===== src/rtl/alu_seq_control_pkg.sv =====
// Shared encodings for the EX-stage ALU control and multicycle sequencer.
package alu_ctrl_pkg;

    // Instruction function field codes
    localparam logic [5:0] F_ADD   = 6'b100000;
    localparam logic [5:0] F_SUB   = 6'b100010;
    localparam logic [5:0] F_AND   = 6'b100100;
    localparam logic [5:0] F_OR    = 6'b100101;
    localparam logic [5:0] F_SLT   = 6'b101010;
    localparam logic [5:0] F_SRL   = 6'b000010;
    localparam logic [5:0] F_MULTU = 6'b011001;
    localparam logic [5:0] F_DIVU  = 6'b011011;
    localparam logic [5:0] F_MFHI  = 6'b010000;
    localparam logic [5:0] F_MFLO  = 6'b010010;

    // ALU operation codes
    localparam logic [2:0] ALU_AND = 3'b000;
    localparam logic [2:0] ALU_OR  = 3'b001;
    localparam logic [2:0] ALU_ADD = 3'b010;
    localparam logic [2:0] ALU_SUB = 3'b110;
    localparam logic [2:0] ALU_SLT = 3'b111;

    // Main-control ALUOp encodings
    typedef enum logic [1:0] {
        ALUOP_ADD     = 2'b00,
        ALUOP_SUB     = 2'b01,
        ALUOP_FUNCT   = 2'b10,
        ALUOP_ADD_ALT = 2'b11
    } alu_op_t;

    // Multicycle sequencer states
    typedef enum logic [1:0] {
        IDLE = 2'b00,
        RUN  = 2'b01,
        DONE = 2'b10
    } seq_state_t;

    // True for funct codes that need the iterative MULTU/DIVU sequencer
    function automatic logic is_multicycle_code(input logic [5:0] code, input logic support_div);
        return (code == F_MULTU) || (support_div && (code == F_DIVU));
    endfunction

endpackage


===== src/rtl/alu_seq_control_if.sv =====
// EX-stage control bundle between the pipeline and the ALU sequencer.
interface alu_seq_control_if;

    logic       valid_in;
    logic [1:0] alu_op;
    logic [5:0] funct;
    logic       flush;

    logic [2:0] alu_operation;
    logic [5:0] unit_sel;
    logic       mul_start;
    logic       div_start;
    logic       busy;
    logic       stall;
    logic       hilo_we;
    logic       done;

    modport master (
        output valid_in, alu_op, funct, flush,
        input  alu_operation, unit_sel, mul_start, div_start,
               busy, stall, hilo_we, done
    );

    modport slave (
        input  valid_in, alu_op, funct, flush,
        output alu_operation, unit_sel, mul_start, div_start,
               busy, stall, hilo_we, done
    );

endinterface


===== src/rtl/alu_seq_control_funct_decode.sv =====
// Combinational ALUOp/funct decoder: ALU operation, legality, multicycle detect
// and the default function-select code.
module alu_funct_decode
    import alu_ctrl_pkg::*;
#(
    parameter bit SUPPORT_DIV = 1'b1
) (
    input  logic       valid_in,
    input  logic [1:0] alu_op,
    input  logic [5:0] funct,
    output logic [2:0] alu_operation,
    output logic       legal,
    output logic       multicycle,
    output logic [5:0] unit_sel_dflt
);

    // ALU operation from ALUOp, with funct refinement for R-type
    always_comb begin
        alu_operation = ALU_ADD;
        case (alu_op)
            ALUOP_SUB: alu_operation = ALU_SUB;
            ALUOP_FUNCT: begin
                case (funct)
                    F_ADD:   alu_operation = ALU_ADD;
                    F_SUB:   alu_operation = ALU_SUB;
                    F_AND:   alu_operation = ALU_AND;
                    F_OR:    alu_operation = ALU_OR;
                    F_SLT:   alu_operation = ALU_SLT;
                    default: alu_operation = ALU_ADD;
                endcase
            end
            default: alu_operation = ALU_ADD;
        endcase
    end

    // Recognised funct codes; DIVU only when the divider is present
    always_comb begin
        legal = 1'b0;
        case (funct)
            F_AND, F_OR, F_ADD, F_SUB, F_SLT,
            F_SRL, F_MULTU, F_MFHI, F_MFLO: legal = 1'b1;
            F_DIVU:                         legal = SUPPORT_DIV;
            default:                        legal = 1'b0;
        endcase
    end

    assign multicycle    = valid_in && (alu_op == ALUOP_FUNCT) && is_multicycle_code(funct, SUPPORT_DIV);
    assign unit_sel_dflt = legal ? funct : F_ADD;

endmodule


===== src/rtl/alu_seq_control.sv =====
// ALU control plus WIDTH-iteration MULTU/DIVU sequencer with stall,
// flush abort and single-cycle HiLo write strobe.
module alu_seq_control
    import alu_ctrl_pkg::*;
#(
    parameter int unsigned WIDTH       = 32,
    parameter bit          SUPPORT_DIV = 1'b1
) (
    input logic              clk,
    input logic              reset,
    alu_seq_control_if.slave bus
);

    localparam int unsigned       CNT_W = $clog2(WIDTH + 1);
    localparam logic [CNT_W-1:0] LAST  = CNT_W'(WIDTH - 1);

    seq_state_t       state, state_next;
    logic [CNT_W-1:0] count, count_next;
    logic [5:0]       code, code_next;

    logic [2:0] alu_operation;
    logic       legal;
    logic       multicycle;
    logic [5:0] unit_sel_dflt;

    logic [5:0] unit_sel;
    logic       busy;
    logic       stall_raw;
    logic       mul_start;
    logic       div_start;
    logic       hilo_we;
    logic       done;

    alu_funct_decode #(
        .SUPPORT_DIV(SUPPORT_DIV)
    ) u_decode (
        .valid_in      (bus.valid_in),
        .alu_op        (bus.alu_op),
        .funct         (bus.funct),
        .alu_operation (alu_operation),
        .legal         (legal),
        .multicycle    (multicycle),
        .unit_sel_dflt (unit_sel_dflt)
    );

    // State, iteration counter and latched multicycle code
    always_ff @(posedge clk) begin
        if (reset) begin
            state <= IDLE;
            count <= '0;
            code  <= F_ADD;
        end else begin
            state <= state_next;
            count <= count_next;
            code  <= code_next;
        end
    end

    // Next-state and sequencer outputs
    always_comb begin
        state_next = state;
        count_next = count;
        code_next  = code;
        unit_sel   = unit_sel_dflt;
        busy       = 1'b0;
        stall_raw  = 1'b0;
        mul_start  = 1'b0;
        div_start  = 1'b0;
        hilo_we    = 1'b0;
        done       = 1'b0;
        case (state)
            IDLE: begin
                // Stall in the launch cycle so the op is held in EX; flush kills it
                if (multicycle && !bus.flush) begin
                    state_next = RUN;
                    count_next = '0;
                    code_next  = bus.funct;
                    stall_raw  = 1'b1;
                end
            end
            RUN: begin
                unit_sel  = code;
                busy      = 1'b1;
                stall_raw = 1'b1;
                mul_start = (count == '0) && (code == F_MULTU);
                div_start = (count == '0) && (code == F_DIVU);
                if (bus.flush) begin
                    state_next = IDLE;
                    count_next = '0;
                end else begin
                    count_next = count + CNT_W'(1);
                    if (count == LAST) begin
                        state_next = DONE;
                    end
                end
            end
            DONE: begin
                unit_sel   = code;
                hilo_we    = !bus.flush;
                done       = !bus.flush;
                state_next = IDLE;
                count_next = '0;
            end
            default: begin
                state_next = IDLE;
                count_next = '0;
            end
        endcase
    end

    assign bus.alu_operation = alu_operation;
    assign bus.unit_sel      = unit_sel;
    assign bus.mul_start     = mul_start;
    assign bus.div_start     = div_start;
    assign bus.busy          = busy;
    assign bus.stall         = stall_raw && !reset;
    assign bus.hilo_we       = hilo_we;
    assign bus.done          = done;

endmodule


===== src/flat_wrapper.sv =====
// flat-port wrapper written by rule: the top's interface ports become plain ports
module alu_seq_control_flat import alu_ctrl_pkg::*;
#(
    parameter int unsigned WIDTH       = 32,
    parameter bit          SUPPORT_DIV = 1'b1
)
  (clk, reset, bus_valid_in, bus_alu_op, bus_funct, bus_flush, bus_alu_operation, bus_unit_sel, bus_mul_start, bus_div_start, bus_busy, bus_stall, bus_hilo_we, bus_done);
  alu_seq_control_if bus_i ();
  input logic clk;
  input logic reset;
  input wire logic [$bits(bus_i.valid_in)-1:0] bus_valid_in;
  input wire logic [$bits(bus_i.alu_op)-1:0] bus_alu_op;
  input wire logic [$bits(bus_i.funct)-1:0] bus_funct;
  input wire logic [$bits(bus_i.flush)-1:0] bus_flush;
  output wire logic [$bits(bus_i.alu_operation)-1:0] bus_alu_operation;
  output wire logic [$bits(bus_i.unit_sel)-1:0] bus_unit_sel;
  output wire logic [$bits(bus_i.mul_start)-1:0] bus_mul_start;
  output wire logic [$bits(bus_i.div_start)-1:0] bus_div_start;
  output wire logic [$bits(bus_i.busy)-1:0] bus_busy;
  output wire logic [$bits(bus_i.stall)-1:0] bus_stall;
  output wire logic [$bits(bus_i.hilo_we)-1:0] bus_hilo_we;
  output wire logic [$bits(bus_i.done)-1:0] bus_done;
  assign bus_i.valid_in = bus_valid_in;
  assign bus_i.alu_op = bus_alu_op;
  assign bus_i.funct = bus_funct;
  assign bus_i.flush = bus_flush;
  assign bus_alu_operation = bus_i.alu_operation;
  assign bus_unit_sel = bus_i.unit_sel;
  assign bus_mul_start = bus_i.mul_start;
  assign bus_div_start = bus_i.div_start;
  assign bus_busy = bus_i.busy;
  assign bus_stall = bus_i.stall;
  assign bus_hilo_we = bus_i.hilo_we;
  assign bus_done = bus_i.done;
  alu_seq_control #(.WIDTH(WIDTH), .SUPPORT_DIV(SUPPORT_DIV)) u_core (.clk(clk), .reset(reset), .bus(bus_i));
endmodule

===== config.mk =====
export PLATFORM = sky130hd
export DESIGN_NAME = alu_seq_control_flat
export DESIGN_NICKNAME = d
export VERILOG_FILES = /design/src/rtl/alu_seq_control_pkg.sv /design/src/rtl/alu_seq_control_if.sv /design/src/rtl/alu_seq_control_funct_decode.sv /design/src/rtl/alu_seq_control.sv /design/src/flat_wrapper.sv
export SDC_FILE = /design/constraint.sdc
export NUM_CORES = 1
export LEC_CHECK = 0
export ABC_AREA = 1
export ABC_CLOCK_PERIOD_IN_PS = 2610
export CAP_MARGIN = 5
export CELL_PAD_IN_SITES_DETAIL_PLACEMENT = 2
export CELL_PAD_IN_SITES_GLOBAL_PLACEMENT = 2
export CORE_MARGIN = 5
export CORE_UTILIZATION = 27
export CTS_BUF_LIST = sky130_fd_sc_hd__clkbuf_2 sky130_fd_sc_hd__clkbuf_4 sky130_fd_sc_hd__clkbuf_8
export DETAILED_ROUTE_END_ITERATION = 8
export GPL_TIMING_DRIVEN = 1
export PLACE_DENSITY_LB_ADDON = 0.05
export SLEW_MARGIN = 5
export SYNTH_ARGS = -nofsm -noshare
export SYNTH_HDL_FRONTEND = slang
export SYNTH_SLANG_ARGS = --single-unit

===== constraint.sdc =====
create_clock -name clk -period 2.61 [get_ports clk]
set_clock_uncertainty 0.1 [all_clocks]
set_input_delay 0.3915 -clock clk [delete_from_list [all_inputs] [get_ports clk]]
set_output_delay 0.3915 -clock clk [all_outputs]
set_load 0.02 [all_outputs]

# --- Word level (Yosys, flattened, before mapping) ---
# Index checks and enable logic that the tools add are counted.
op_classes:
  eq_ne: 19
  mux: 18
  addsub: 1
  n_reduce_logical: 15
ops:
  columns: ["operator", "count"]
  rows:
  - ["6-bit by 5-bit equality test with 1-bit output (second input constant)", 7]
  - ["6-bit equality test (second input constant)", 5]
  - ["6-bit two-way mux", 4]
  - ["3-bit case mux with 4 select lines", 1]
  - ["6-bit case mux with 2 select lines", 1]
  - ["10-bit OR reduction", 1]
  - ["6-bit by 1-bit adder with 6-bit output (second input constant)", 1]
  - ["6-bit by 2-bit equality test with 1-bit output (second input constant)", 1]
  - ["1-bit logical AND", 6]
  - ["6-bit logical NOT", 1]
  - ["1-bit two-way mux", 6]
  - ["2-bit two-way mux", 3]
  - ["3-bit case mux with 2 select lines", 1]
  - ["2-bit by 1-bit equality test with 1-bit output (second input constant)", 2]
  - ["2-bit equality test (second input constant)", 2]
  - ["2-bit case mux with 2 select lines", 1]
  - ["2-bit AND reduction", 2]
  - ["3-bit by 2-bit != test with 1-bit output (second input constant)", 1]
  - ["1-bit logical NOT", 2]
  - ["2-bit logical NOT", 1]
  - ["2-bit by 1-bit != test with 1-bit output (second input constant)", 1]
  - ["1-bit case mux with 2 select lines", 1]
  - ["2-bit OR reduction", 1]
  - ["1-bit logical OR", 1]
word_totals:
  output_inout_bits: 15
  reg_bits: 14
  wordCells: 56
  inputBits: 12

# --- Longest topological paths before layout ---
logic_depth:
  ltp_word: 7
  depth_mapped: 10
  mapped_depth_nobuf: 10

# --- Hierarchy ---
# A second synthesis with hierarchy kept.
unflattened:
  cells_unflattened: 171
  hier_area_um2: 1114.8
by_module_without_submodules:
  columns: ["module", "area_each_um2", "seq_area_each_um2", "instances", "cells_each"]
  rows:
  - ["alu_seq_control", 840.8, 280.3, 1, 119]
  - ["alu_funct_decode", 274.0, 0.0, 1, 52]

# --- Least setup slack after synthesis ---
# OpenSTA, ideal clock, no wires.
synth_path:
  path_type: "in2out"
  from: "input bus_funct[5]"
  to: "output bus_unit_sel[0]"
  path_stages: 6
  slack_ns: 0.687
  required_ns: 2.118
  arrival_time_ns: 1.431
  path_cell_list: "inv_1 nor2_1 nand4_1 nand3_1 nor2_1 o21ai_0"
synth_via:
  elab_chain_cells: 5
  elab_cells_between_ends: 14
  cone_classes: "eq/ne (10); mux (3); reduce/logical (1)"
synth_lines:
  columns: ["item", "line", "text"]
  rows:
  - ["start, declared", "flat_wrapper.sv:13", "input wire logic [$bits(bus_i.funct)-1:0] bus_funct;"]
  - ["6-bit by 5-bit equality test with 1-bit output (tied with other cells)", "alu_seq_control_funct_decode.sv:39", "case (funct)"]
  - ["10-bit OR reduction (no source line) *", null, null]
  - ["1-bit two-way mux *", "alu_seq_control_funct_decode.sv:39", null]
  - ["6-bit two-way mux *", "alu_seq_control_funct_decode.sv:48", "assign unit_sel_dflt = legal ? funct : F_ADD;"]
  - ["6-bit two-way mux *", "alu_seq_control.sv:71", "case (state)"]
  - ["end, declared", "flat_wrapper.sv:16", "output wire logic [$bits(bus_i.unit_sel)-1:0] bus_unit_sel;"]
# Mark *: on every way between the ends. The rest lies on a longest branch, timed or not.

# --- Final worst setup path ---
layout_path:
  from: "input bus_funct[4]"
  to: "output bus_alu_operation[1]"
layout_via:
  elab_chain_cells: 3
  elab_cells_between_ends: 6
  cone_classes: "eq/ne (4); mux (2)"
layout_lines:
  columns: ["item", "line", "text"]
  rows:
  - ["6-bit equality test", "alu_seq_control_funct_decode.sv:23", "case (funct)"]
  - ["3-bit case mux with 4 select lines *", "alu_seq_control_funct_decode.sv:23", null]
  - ["3-bit case mux with 2 select lines *", "alu_seq_control_funct_decode.sv:20", "case (alu_op)"]
  - ["end, declared", "flat_wrapper.sv:15", "output wire logic [$bits(bus_i.alu_operation)-1:0] bus_alu_operation;"]
# Marked as above.

==> out/results.ini <==
[grt]
grt_start_max_net_pins = 11
grt_pass1_vias = 1284
grt_overflow = 0
grt_pass1_wl_um = 6230
antenna_found_initial = 0
grt_use_total_pct = 15.41

[outcome]
status = completed

[place]
dpl_cell_area_um2 = 1414
pre_cts_ws_ps = -307.8
dp_hpwl_um = 2991
io_buffers = 26
gp_congestion = 0.9001

[cells_and_area]
syn_to_final_growth_pct = 45.11
drive_above_1_share_pct = 15.84
num_antenna_cells = 0
stdcell_area_um2 = 1429
fillers = 454
final_core_util_pct = 39.63
final_nets = 223
final_common_cell = nand2_1
final_cell_mix = nand2_1 (33), inv_1 (29), nand3_1 (20)

[synthesis]
syn_area_per_cell_um2 = 6.193
ys_warn_count = 0
synth-seq-cells = 14
syn_area_um2 = 984.7
yosysUniqueCellTypes = 21
syn_nets = 178
synth_cells = 159
ys_seq_area_share_pct = 28.46

[worst_setup_path]
endpoint_kind = primary output
cp.arrival_ps = 1990
r2r_cells = 8
path_max_fanout = 4
cp_data_required_time_ps = 2120
worstSetupPathType = in2out
worst_setup_path_start_kind = primary input
rrSetupSlack_ps = 870

[drt]
drtIter0Drc = 17
drtAntennaViolNets = 0
detail_route.wl_per_cell_um = 14.25
vias = 1176
routed_wl_um = 3562
drc = 0
via_per_inst = 4.704
drt_pass1_iterations = 4

[floorplan]
core_area_um2 = 3606
num_io_pins = 27
die_h_um = 70.39
initial_utilization_pct = 27.31
fp.dieArea_um2 = 4955
rows = 22
die_x_um = 70.39

[timing]
setup_viol = 0
slew_violations = 0
final-hold-violation-count = 0
timing.final.ws_setup_ps = 132.7
grt_setup_unrepaired = no
tightest_slew_ps = 394.3
relSlewSlack_pct = 73.43
finalCriticalPeriod_ps = 2477
fin_crit_sh_pct = 94.91
clock.fmax_mhz = 403.7

[cts]
clockRootBuffer = clkbuf_8
clk_latency_ps = 240
clock_sinks = 14
tritoncts = built
hold_buffers = 0
cts_buffers = 3
clk_path_buf_depth = 2
clk_pin_slew_ps = 50
htreeDepth = 1

[worst_hold_path]
hp-class = reg2reg
min_path_cells = 2

[power_and_ir_drop]
power_leakage_nw = 0.6451
ir_drop_uv = 230.6
p_per_area_nw_per_um2 = 363.3

[flow_run]
maxCapViolations = 0

-- through the flow --
step | setup TNS, ps | hold WS [ps] | total power, W | cells
2_1_floorplan | 0 | 341.1 | 0.0002849 | 159
3_3_place_gp | -1123 | 363.7 | 0.0003490 | 247
3_5_place_dp | -2122 | 372.8 | 0.0003556 | 247
4_1_cts | 0 | 381.3 | 0.0005301 | 250
5_1_grt | 0 | 409.7 | 0.0005537 | 250
6_report | 0 | 374.2 | 0.0005192 | 250
-- layer usage --
layer | routed length [µm] | global-route usage [%] | part of all wire [%] | up-vias
met5 | 0 | 0 | 0 | -
met4 | 13 | 3.191 | 0.36 | 0
met3 | 101 | 2.446 | 2.8 | 2
met2 | 1755 | 26.20 | 49 | 17
met1 | 1691 | 20.38 | 47 | 563
li1 | - | - | - | 594
-- synthesized netlist by cell type --
library cell  instances  area [µm²]
nand2_2               1       6.260
a21oi_1              12       60.06
nor2_1               19       71.32
inv_1                29       108.9
a211o_2               1       10.01
inv_2                 1       3.750
nor4_1                1       6.260
nand2_1              33       123.9
o21ai_0               8       40.04
nand2_4               1       11.26
and2_1                1       6.260
ha_1                  7       87.58
nand3_1              20       100.1
buf_1                 1       3.750
nand4_1               3       18.77
buf_4                 1       7.510
o21a_1                1       7.510
nor3_1                3       15.01
nor2_2                1       6.260
nand3_2               1       10.01
dfxtp_1              14       280.3
-- worst paths after layout --
check	start	end
hold / removal	u_core.code[5]	u_core.code[5]
setup / recovery	bus_funct[4]	bus_alu_operation[1]
setup reg to reg	u_core.state[1]	u_core.state[0]
hold reg to reg	u_core.code[5]	u_core.code[5]
-- sequential cells by signal, indices dropped and copies added, names as in the netlist --
name	count
u_core.code	6
u_core.state	2
u_core.count	6
-- cell type report --
cell class	instances	area [µm²]	share of cell area [%]
multi-input cells	113	585.6	40.98
repair buffers	42	349.1	24.43
flip-flops and latches	14	280.3	19.61
inverters	30	112.6	7.881
well taps	48	60.06	4.203
clock buffers	3	41.29	2.890
-- power breakdown --
group / switching, W / leakage (nW) / internal (W)
clock: 0.0000718 / 0.0216 / 0.000102
combinational: 0.0000711 / 0.511 / 0.0000543
sequential: 0.00000284 / 0.113 / 0.000217
-- cell families after synthesis --
logic type / share of synthesized area [%]
flip-flops: 28.46
adder cells (fa/ha/maj): 8.894
AND/OR/NAND/NOR: 38.12
AO/OA/AOI/OAI: 11.94
buffers and inverters: 12.58
-- what timing repair did --
| action | CTS | global route |
|---|---|---|
| setup buffers | 0 | 0 |
| endpoints found under the setup margin | 10 | 6 |
| pin swaps | 0 | 1 |
| gates resized for setup | 12 | 15 |
-- worst max-delay path, stage by stage --
cell and delay [ps]:
clkdlybuf4s50_1 500, nor2_2 210, nand4_1 210, a211o_2 350, dlygate4sd2_1 320
Power figures use the tool's default switching activity.
